### config.mk
export PLATFORM = sky130hd
export DESIGN_NAME = zmod_link_tester_flat
export DESIGN_NICKNAME = d
export VERILOG_FILES = /design/src/rtl/zmod_link_tester_if.sv /design/src/rtl/zmod_link_tester.sv /design/src/flat_wrapper.sv
export SDC_FILE = /design/constraint.sdc
export NUM_CORES = 1
export LEC_CHECK = 0
export ABC_AREA = 0
export CORE_UTILIZATION = 58
export DETAILED_ROUTE_END_ITERATION = 10
export GPL_TIMING_DRIVEN = 0
export PLACE_DENSITY = 0.92
export SLEW_MARGIN = 5
export SYNTH_ARGS = -nofsm -noshare
export SYNTH_HDL_FRONTEND = slang
export SYNTH_SLANG_ARGS = --single-unit
### constraint.sdc
create_clock -name clk -period 2.9 [get_ports clk]
set_clock_uncertainty 0.2 [all_clocks]
set_input_delay 0.435 -clock clk [delete_from_list [all_inputs] [get_ports clk]]
set_output_delay 0.435 -clock clk [all_outputs]
set_load 0.005 [all_outputs]
### src/rtl/zmod_link_tester_if.sv
// zmod_link_tester_if
//   Bundles the data and control signals of the ZMOD PRBS link tester.
//   The slave modport is the tester itself. The master modport is the
//   surrounding logic: the register block and the serdes/IO wrapper.
//
//   enable      run generator and checkers (low = idle)
//   clear_cnt   synchronous clear of all error counters
//   inject_err  per-lane one-cycle error injection mask
//   tx_data     registered PRBS bit per lane
//   rx_data     received bit per lane
//   locked      per-lane lock flag
//   all_locked  AND of locked, registered with it
//   err_cnt     packed saturating counters, lane i at [i*CNT_W +: CNT_W]
interface zmod_link_tester_if #(
    parameter int LANES = 4,
    parameter int CNT_W = 16
);
    logic                   enable;
    logic                   clear_cnt;
    logic [LANES-1:0]       inject_err;
    logic [LANES-1:0]       tx_data;
    logic [LANES-1:0]       rx_data;
    logic [LANES-1:0]       locked;
    logic                   all_locked;
    logic [LANES*CNT_W-1:0] err_cnt;

    modport master (
        output enable, clear_cnt, inject_err, rx_data,
        input  tx_data, locked, all_locked, err_cnt
    );

    modport slave (
        input  enable, clear_cnt, inject_err, rx_data,
        output tx_data, locked, all_locked, err_cnt
    );
endinterface

### src/rtl/zmod_link_tester.sv
// zmod_link_tester
//   Multi-lane PRBS link tester for the ZMOD LVDS loopback path.
//   Each lane has its own PRBS generator and its own self-synchronising
//   checker. The generator produces one bit per clock, using
//   x^7+x^6+1 or x^15+x^14+1. The checker takes the received stream
//   through SYNC -> HUNT -> LOCKED. It reports the lane lock flag and a
//   saturating count of the mismatches seen while locked.
//
//   clk    system clock, rising edge
//   rst_n  asynchronous active-low reset
//   link   zmod_link_tester_if.slave: enable, clear_cnt, inject_err,
//          rx_data in; tx_data, locked, all_locked, err_cnt out
module zmod_link_tester #(
    parameter int LANES       = 4,
    parameter int PRBS_ORDER  = 7,
    parameter int LOCK_COUNT  = 16,
    parameter int UNLOCK_ERRS = 4,
    parameter int CNT_W       = 16
) (
    input  logic              clk,
    input  logic              rst_n,
    zmod_link_tester_if.slave link
);
    localparam int N  = PRBS_ORDER;
    localparam int SW = $clog2(N);
    localparam int RW = $clog2(LOCK_COUNT + 1);
    localparam int MW = $clog2(UNLOCK_ERRS + 1);

    typedef enum logic [1:0] {
        SYNC   = 2'd0,
        HUNT   = 2'd1,
        LOCKED = 2'd2
    } chk_state_t;

    if (!(PRBS_ORDER == 7 || PRBS_ORDER == 15)) begin : g_bad_order
        $error("zmod_link_tester: PRBS_ORDER must be 7 or 15");
    end
    if (LANES < 1 || LANES > 16) begin : g_bad_lanes
        $error("zmod_link_tester: LANES must be 1..16");
    end
    if (LOCK_COUNT < 1 || UNLOCK_ERRS < 3) begin : g_bad_thresholds
        $error("zmod_link_tester: LOCK_COUNT >= 1 and UNLOCK_ERRS >= 3 required");
    end

    logic [N-1:0]     lfsr [LANES];
    logic [LANES-1:0] tx_q;
    logic             tx_v;
    logic [LANES-1:0] rx_q;
    logic             rx_v;
    logic [LANES-1:0] lock_nxt;
    logic             all_q;

    // Generator. Injection flips only the transmitted bit. The LFSR keeps
    // running clean, so a single injection is a single line error.
    always_ff @(posedge clk or negedge rst_n) begin
        if (!rst_n) begin
            for (int unsigned i = 0; i < LANES; i++) begin
                lfsr[i] <= N'(i + 1);
            end
            tx_q <= '0;
            tx_v <= 1'b0;
        end else if (!link.enable) begin
            for (int unsigned i = 0; i < LANES; i++) begin
                lfsr[i] <= N'(i + 1);
            end
            tx_q <= '0;
            tx_v <= 1'b0;
        end else begin
            for (int unsigned i = 0; i < LANES; i++) begin
                lfsr[i]  <= {lfsr[i][N-2:0], lfsr[i][N-1] ^ lfsr[i][N-2]};
                tx_q[i]  <= (lfsr[i][N-1] ^ lfsr[i][N-2]) ^ link.inject_err[i];
            end
            tx_v <= 1'b1;
        end
    end

    // RX capture stage. rx_v is also gated with enable. Without this, a
    // one-cycle enable drop would leave a stale valid flag behind. The
    // checker would then consume one bit early after the restart.
    always_ff @(posedge clk or negedge rst_n) begin
        if (!rst_n) begin
            rx_q <= '0;
            rx_v <= 1'b0;
        end else begin
            rx_q <= link.rx_data;
            rx_v <= tx_v & link.enable;
        end
    end

    for (genvar g = 0; g < LANES; g++) begin : g_lane
        chk_state_t       state;
        logic [N-1:0]     hist;
        logic [SW-1:0]    sync_cnt;
        logic [RW-1:0]    run;
        logic [MW-1:0]    miss;
        logic [CNT_W-1:0] cnt;
        logic             lock_r;
        logic             consume;
        logic             match;
        logic             lock_up;
        logic             lock_down;

        assign consume   = link.enable & rx_v;
        assign match     = (rx_q[g] == (hist[N-1] ^ hist[N-2]));
        assign lock_up   = (state == HUNT) && match && (run == RW'(LOCK_COUNT - 1));
        assign lock_down = (state == LOCKED) && !match && (miss == MW'(UNLOCK_ERRS - 1));

        // The next lock value is shared by lock_r and the all_locked
        // register, so both change on the same edge.
        assign lock_nxt[g] = !link.enable          ? 1'b0 :
                             (consume && lock_up)   ? 1'b1 :
                             (consume && lock_down) ? 1'b0 : lock_r;

        always_ff @(posedge clk or negedge rst_n) begin
            if (!rst_n) begin
                state    <= SYNC;
                hist     <= '0;
                sync_cnt <= '0;
                run      <= '0;
                miss     <= '0;
                lock_r   <= 1'b0;
            end else begin
                lock_r <= lock_nxt[g];
                if (!link.enable) begin
                    state    <= SYNC;
                    sync_cnt <= '0;
                    run      <= '0;
                    miss     <= '0;
                end else if (consume) begin
                    hist <= {hist[N-2:0], rx_q[g]};
                    unique case (state)
                        SYNC: begin
                            if (sync_cnt == SW'(N - 1)) begin
                                state    <= HUNT;
                                sync_cnt <= '0;
                                run      <= '0;
                            end else begin
                                sync_cnt <= sync_cnt + SW'(1);
                            end
                        end
                        HUNT: begin
                            if (!match) begin
                                run <= '0;
                            end else if (lock_up) begin
                                state <= LOCKED;
                                run   <= '0;
                                miss  <= '0;
                            end else begin
                                run <= run + RW'(1);
                            end
                        end
                        LOCKED: begin
                            if (match) begin
                                miss <= '0;
                            end else if (lock_down) begin
                                state <= HUNT;
                                miss  <= '0;
                                run   <= '0;
                            end else begin
                                miss <= miss + MW'(1);
                            end
                        end
                        default: state <= SYNC;
                    endcase
                end
            end
        end

        // Counts only mismatches seen while locked. It saturates at all-ones,
        // and clear_cnt takes priority over a mismatch in the same cycle.
        always_ff @(posedge clk or negedge rst_n) begin
            if (!rst_n) begin
                cnt <= '0;
            end else if (link.clear_cnt) begin
                cnt <= '0;
            end else if (consume && (state == LOCKED) && !match && (cnt != '1)) begin
                cnt <= cnt + CNT_W'(1);
            end
        end

        assign link.locked[g]                  = lock_r;
        assign link.err_cnt[g*CNT_W +: CNT_W]  = cnt;
    end

    always_ff @(posedge clk or negedge rst_n) begin
        if (!rst_n) begin
            all_q <= 1'b0;
        end else begin
            all_q <= &lock_nxt;
        end
    end

    assign link.tx_data    = tx_q;
    assign link.all_locked = all_q;
endmodule

### src/flat_wrapper.sv
// flat-port wrapper written by rule: the top's interface ports become plain ports
module zmod_link_tester_flat 
#(
    parameter int LANES       = 4,
    parameter int PRBS_ORDER  = 7,
    parameter int LOCK_COUNT  = 16,
    parameter int UNLOCK_ERRS = 4,
    parameter int CNT_W       = 16
)
  (clk, rst_n, link_enable, link_clear_cnt, link_inject_err, link_rx_data, link_tx_data, link_locked, link_all_locked, link_err_cnt);
  zmod_link_tester_if #(.LANES(LANES), .CNT_W(CNT_W)) link_i ();
  input  logic clk;
  input  logic rst_n;
  input wire logic [$bits(link_i.enable)-1:0] link_enable;
  input wire logic [$bits(link_i.clear_cnt)-1:0] link_clear_cnt;
  input wire logic [$bits(link_i.inject_err)-1:0] link_inject_err;
  input wire logic [$bits(link_i.rx_data)-1:0] link_rx_data;
  output wire logic [$bits(link_i.tx_data)-1:0] link_tx_data;
  output wire logic [$bits(link_i.locked)-1:0] link_locked;
  output wire logic [$bits(link_i.all_locked)-1:0] link_all_locked;
  output wire logic [$bits(link_i.err_cnt)-1:0] link_err_cnt;
  assign link_i.enable = link_enable;
  assign link_i.clear_cnt = link_clear_cnt;
  assign link_i.inject_err = link_inject_err;
  assign link_i.rx_data = link_rx_data;
  assign link_tx_data = link_i.tx_data;
  assign link_locked = link_i.locked;
  assign link_all_locked = link_i.all_locked;
  assign link_err_cnt = link_i.err_cnt;
  zmod_link_tester #(.LANES(LANES), .PRBS_ORDER(PRBS_ORDER), .LOCK_COUNT(LOCK_COUNT), .UNLOCK_ERRS(UNLOCK_ERRS), .CNT_W(CNT_W)) u_core (.clk(clk), .rst_n(rst_n), .link(link_i));
endmodule
==> flow_summary.toml <==
[synth]
synth_nets = 966
synth_top_area_cell = "dfrtp_1"
synth-edff-count = 0
syn_area_sq_um = 9200
synth_commonest_cells = "dfrtp_1, nand2_1, nor2_1"
avgSynthCellArea_sq_um = 9.89
synth_cells = 930
synthArstFlopShare = 1.00
synth_top_area_share = 0.495
synthFlopType = "dfrtp_1"
ys_ff_latch = 187
synthTopCellsByArea = "dfrtp_1, nand2_1, nor2_1"
synth_cell_types = 65
yosysMostFrequentCell = "dfrtp_1"
yosys_warnings = 0
yosysSeqAreaShare = 0.509

[layout]
multiInputGateArea_sq_um = 4270
layout-drive-gt1-share = 0.0592
diodes = 0
ff_latch_area_sq_um = 4690
nFillCells = 1054
finish.utilization = 0.714
fin_nets = 1070
area_growth_pct = 18.9

[placed_design]
dp_slack_ns = -0.439
place_congestion = 0.859
dp_hpwl_microns = 13900
io_buffers = 84

[die]
fp-row-count = 45
fp.dieH_microns = 128
dieArea_sq_um = 16400
core_area_sq_um = 15300
io_pins = 85
start_util = 0.601
die_x_microns = 128

[sta]
hold_viol_final = 0
rsz0062_at_grt = "no"
period_share = 0.956
max_slew_margin = 0.437
tns_ns = 0
min_period_ns = 2.77
setup_ws_ns = 0.127
slew_violations = 0
setup_viol = 0
worstMarginPinSlew_ns = 0.833
whs_ns = 0.234
fmax_ghz = 0.361

[route]
drt_pre_antenna_iters = 8
vias_per_cell = 5.82
vias = 7326
drt_wl_total_microns = 20700
final_antenna_net_count = 0
route.detailed.drc = 0
drt_iter0_markers = 630
drt-wirelength-per-cell_microns = 16.5

[clock_tree]
clock_path_buffers = 2
tritoncts = "done"
root_buffer = "clkbuf_16"
path_clk_slew_ns = 0.07
htreeDepth = 4
numClockSinks = 187
cts_buffers = 17
clock_latency_ns = 0.43

[critical_path]
cp.arrival_ns = 2.90
slowest_delay_ns = 0.74
path_buf_inv = 2
cp_cell_sequence = "clkdlybuf4s50_1 > and2_0 > nand3b_1 > buf_2 > nor4b_2 > nor2_1 > a211oi_1"
crit_slowest_cell = "clkdlybuf4s50_1"
cp-end-kind = "flip-flop"
cp_top_family = "simple AND/OR/NAND/NOR gates"
crit_type = "input port to flip-flop"
crit_path_start_kind = "input port"
cp.required_ns = 3.02
crit_start = "link_enable"
r2r_start = "u_core.rx_v$_DFF_PN0_"
path_max_fanout = 10

[pwr]
leakagePower_nw = 4.76
p_comb_frac = 0.095
power.density_nw_per_um2 = 519
peakVddDrop_mv = 0.451
switching_share = 0.250
seqPwrFrac = 0.499
finalPower_mw = 5.67
p_int_mw = 4.26
clkPwrFrac = 0.406
power.switching_mw = 1.41

[worst_hold_path]
hold_start = "link_rx_data[3]"
hp-class = "input port to flip-flop"

[global_routing]
grt_antenna_before_repair = 0
grt_overflow_total = 0
grt_max_degree = 112
grt_pass1_wl_microns = 34500
grt_pass1_vias = 7066
grt_usage = 0.269

[run_status]
status = "finished clean"

[run]
maxCapViolCount = 0
-- placed cells by master, fill, tap and decap left out, types with 6 or more instances in the layout --
cell type          n
clkbuf_1          27
o21a_1             9
nand2b_1          19
and3_1            14
nand3_1           42
xor2_1            21
nor2_1            99
or4_1              7
and2_1            33
ha_1              24
nor2b_1           11
nor3_1             8
clkdlybuf4s50_1   83
o2111ai_1          6
xnor2_1           33
a211oi_1          10
a31oi_1            6
nor3b_1            8
nand4b_1           7
nand4_1           17
dfrtp_1          182
inv_1             26
nand2_1          136
o21ai_0           37
o211ai_1           7
mux2i_1           13
and4_1            10
a21oi_1           33
clkbuf_16         17
-- logic make-up after synthesis --
group / synth area share
xor+xnor: 0.0665
buf+inv: 0.0275
flops: 0.509
simple gates: 0.250
compound gates: 0.0965
mux: 0.0178
fa+ha+maj: 0.0326
-- state kept, by name (all words and copies together) (netlist names), 4 cells and up --
register                cells
u_core.g_lane.hist         28
u_core.lfsr                28
u_core.g_lane.sync_cnt     12
u_core.g_lane.run          20
u_core.link.tx_data         4
u_core.g_lane.state         8
u_core.g_lane.cnt          64
u_core.g_lane.miss         12
u_core.g_lane.lock_r        4
u_core.rx_q                 4
-- timing repair --
item	CTS	global route
hold buffers	1	0
setup endpoints to repair	1	1
resized for setup	0	1
endpoints found under the hold margin	74	0
buffers inserted	0	0
-- per-stage QoR --
step,instance area (sq um),cells
floorplan,9200,930
global placement,10300,1225
detailed placement,10300,1226
CTS,10900,1258
global route,10900,1258
finish,10900,1258
-- worst paths after layout --
kind                                                            end  slack (ns)  depth (start not counted)
max                            u_core.g_lane[1].cnt[14]$_DFFE_PN0P_        0.13                          7
min                                        u_core.rx_q[3]$_DFF_PN0_        0.23                          1
max reg2reg                u_core.g_lane[3].sync_cnt[2]$_DFFE_PN0P_        0.35                          7
min reg2reg                               u_core.lfsr[15]$_DFF_PN1_        0.25                          1
max in group asynchronous                  u_core.lfsr[7]$_DFF_PN1_        1.22                          3
min in group asynchronous       u_core.g_lane[2].cnt[4]$_DFFE_PN0P_        0.35                          2
-- worst reg2reg max path: stages, from the launching register on --
cell and delay [ns]:
dfrtp_1 0.40, clkbuf_1 0.47, clkbuf_1 0.46, buf_1 0.43
nand3_1 0.18, nor3b_1 0.21, a21oi_1 0.06, nor2_1 0.09
-- per-layer routing --
| metal | vias up | routed length (microns) | track usage | part of all wire |
|---|---|---|---|---|
| met5 | - | 0 | 0 | 0 |
| met4 | 0 | 598 | 0.116 | 0.029 |
| met3 | 49 | 1020 | 0.0522 | 0.049 |
| met2 | 230 | 10400 | 0.452 | 0.50 |
| met1 | 3615 | 8760 | 0.340 | 0.42 |
| li1 | 3432 | - | - | - |
-- power by group through the flow --
| stage | sequential (mW) | combinational (mW) | clock [mW] |
|---|---|---|---|
| finish | 2.83 | 0.540 | 2.30 |
| detailed placement | 2.87 | 0.531 | 0 |
| CTS | 2.83 | 0.540 | 2.33 |
| global route | 2.84 | 0.598 | 2.43 |
| floorplan | 2.85 | 0.356 | 0 |
| global placement | 2.87 | 0.504 | 0 |
-- cell type report --
type,instances,area share
repair buffers,86,0.0808
inverters,26,0.00893
well taps,211,0.0241
multi-input cells,681,0.390
clock inverters,13,0.0132
flip-flops and latches,187,0.429
plain buffers,35,0.0138
clock buffers,19,0.0405
Note: power is estimated with default switching activity, not from simulation.
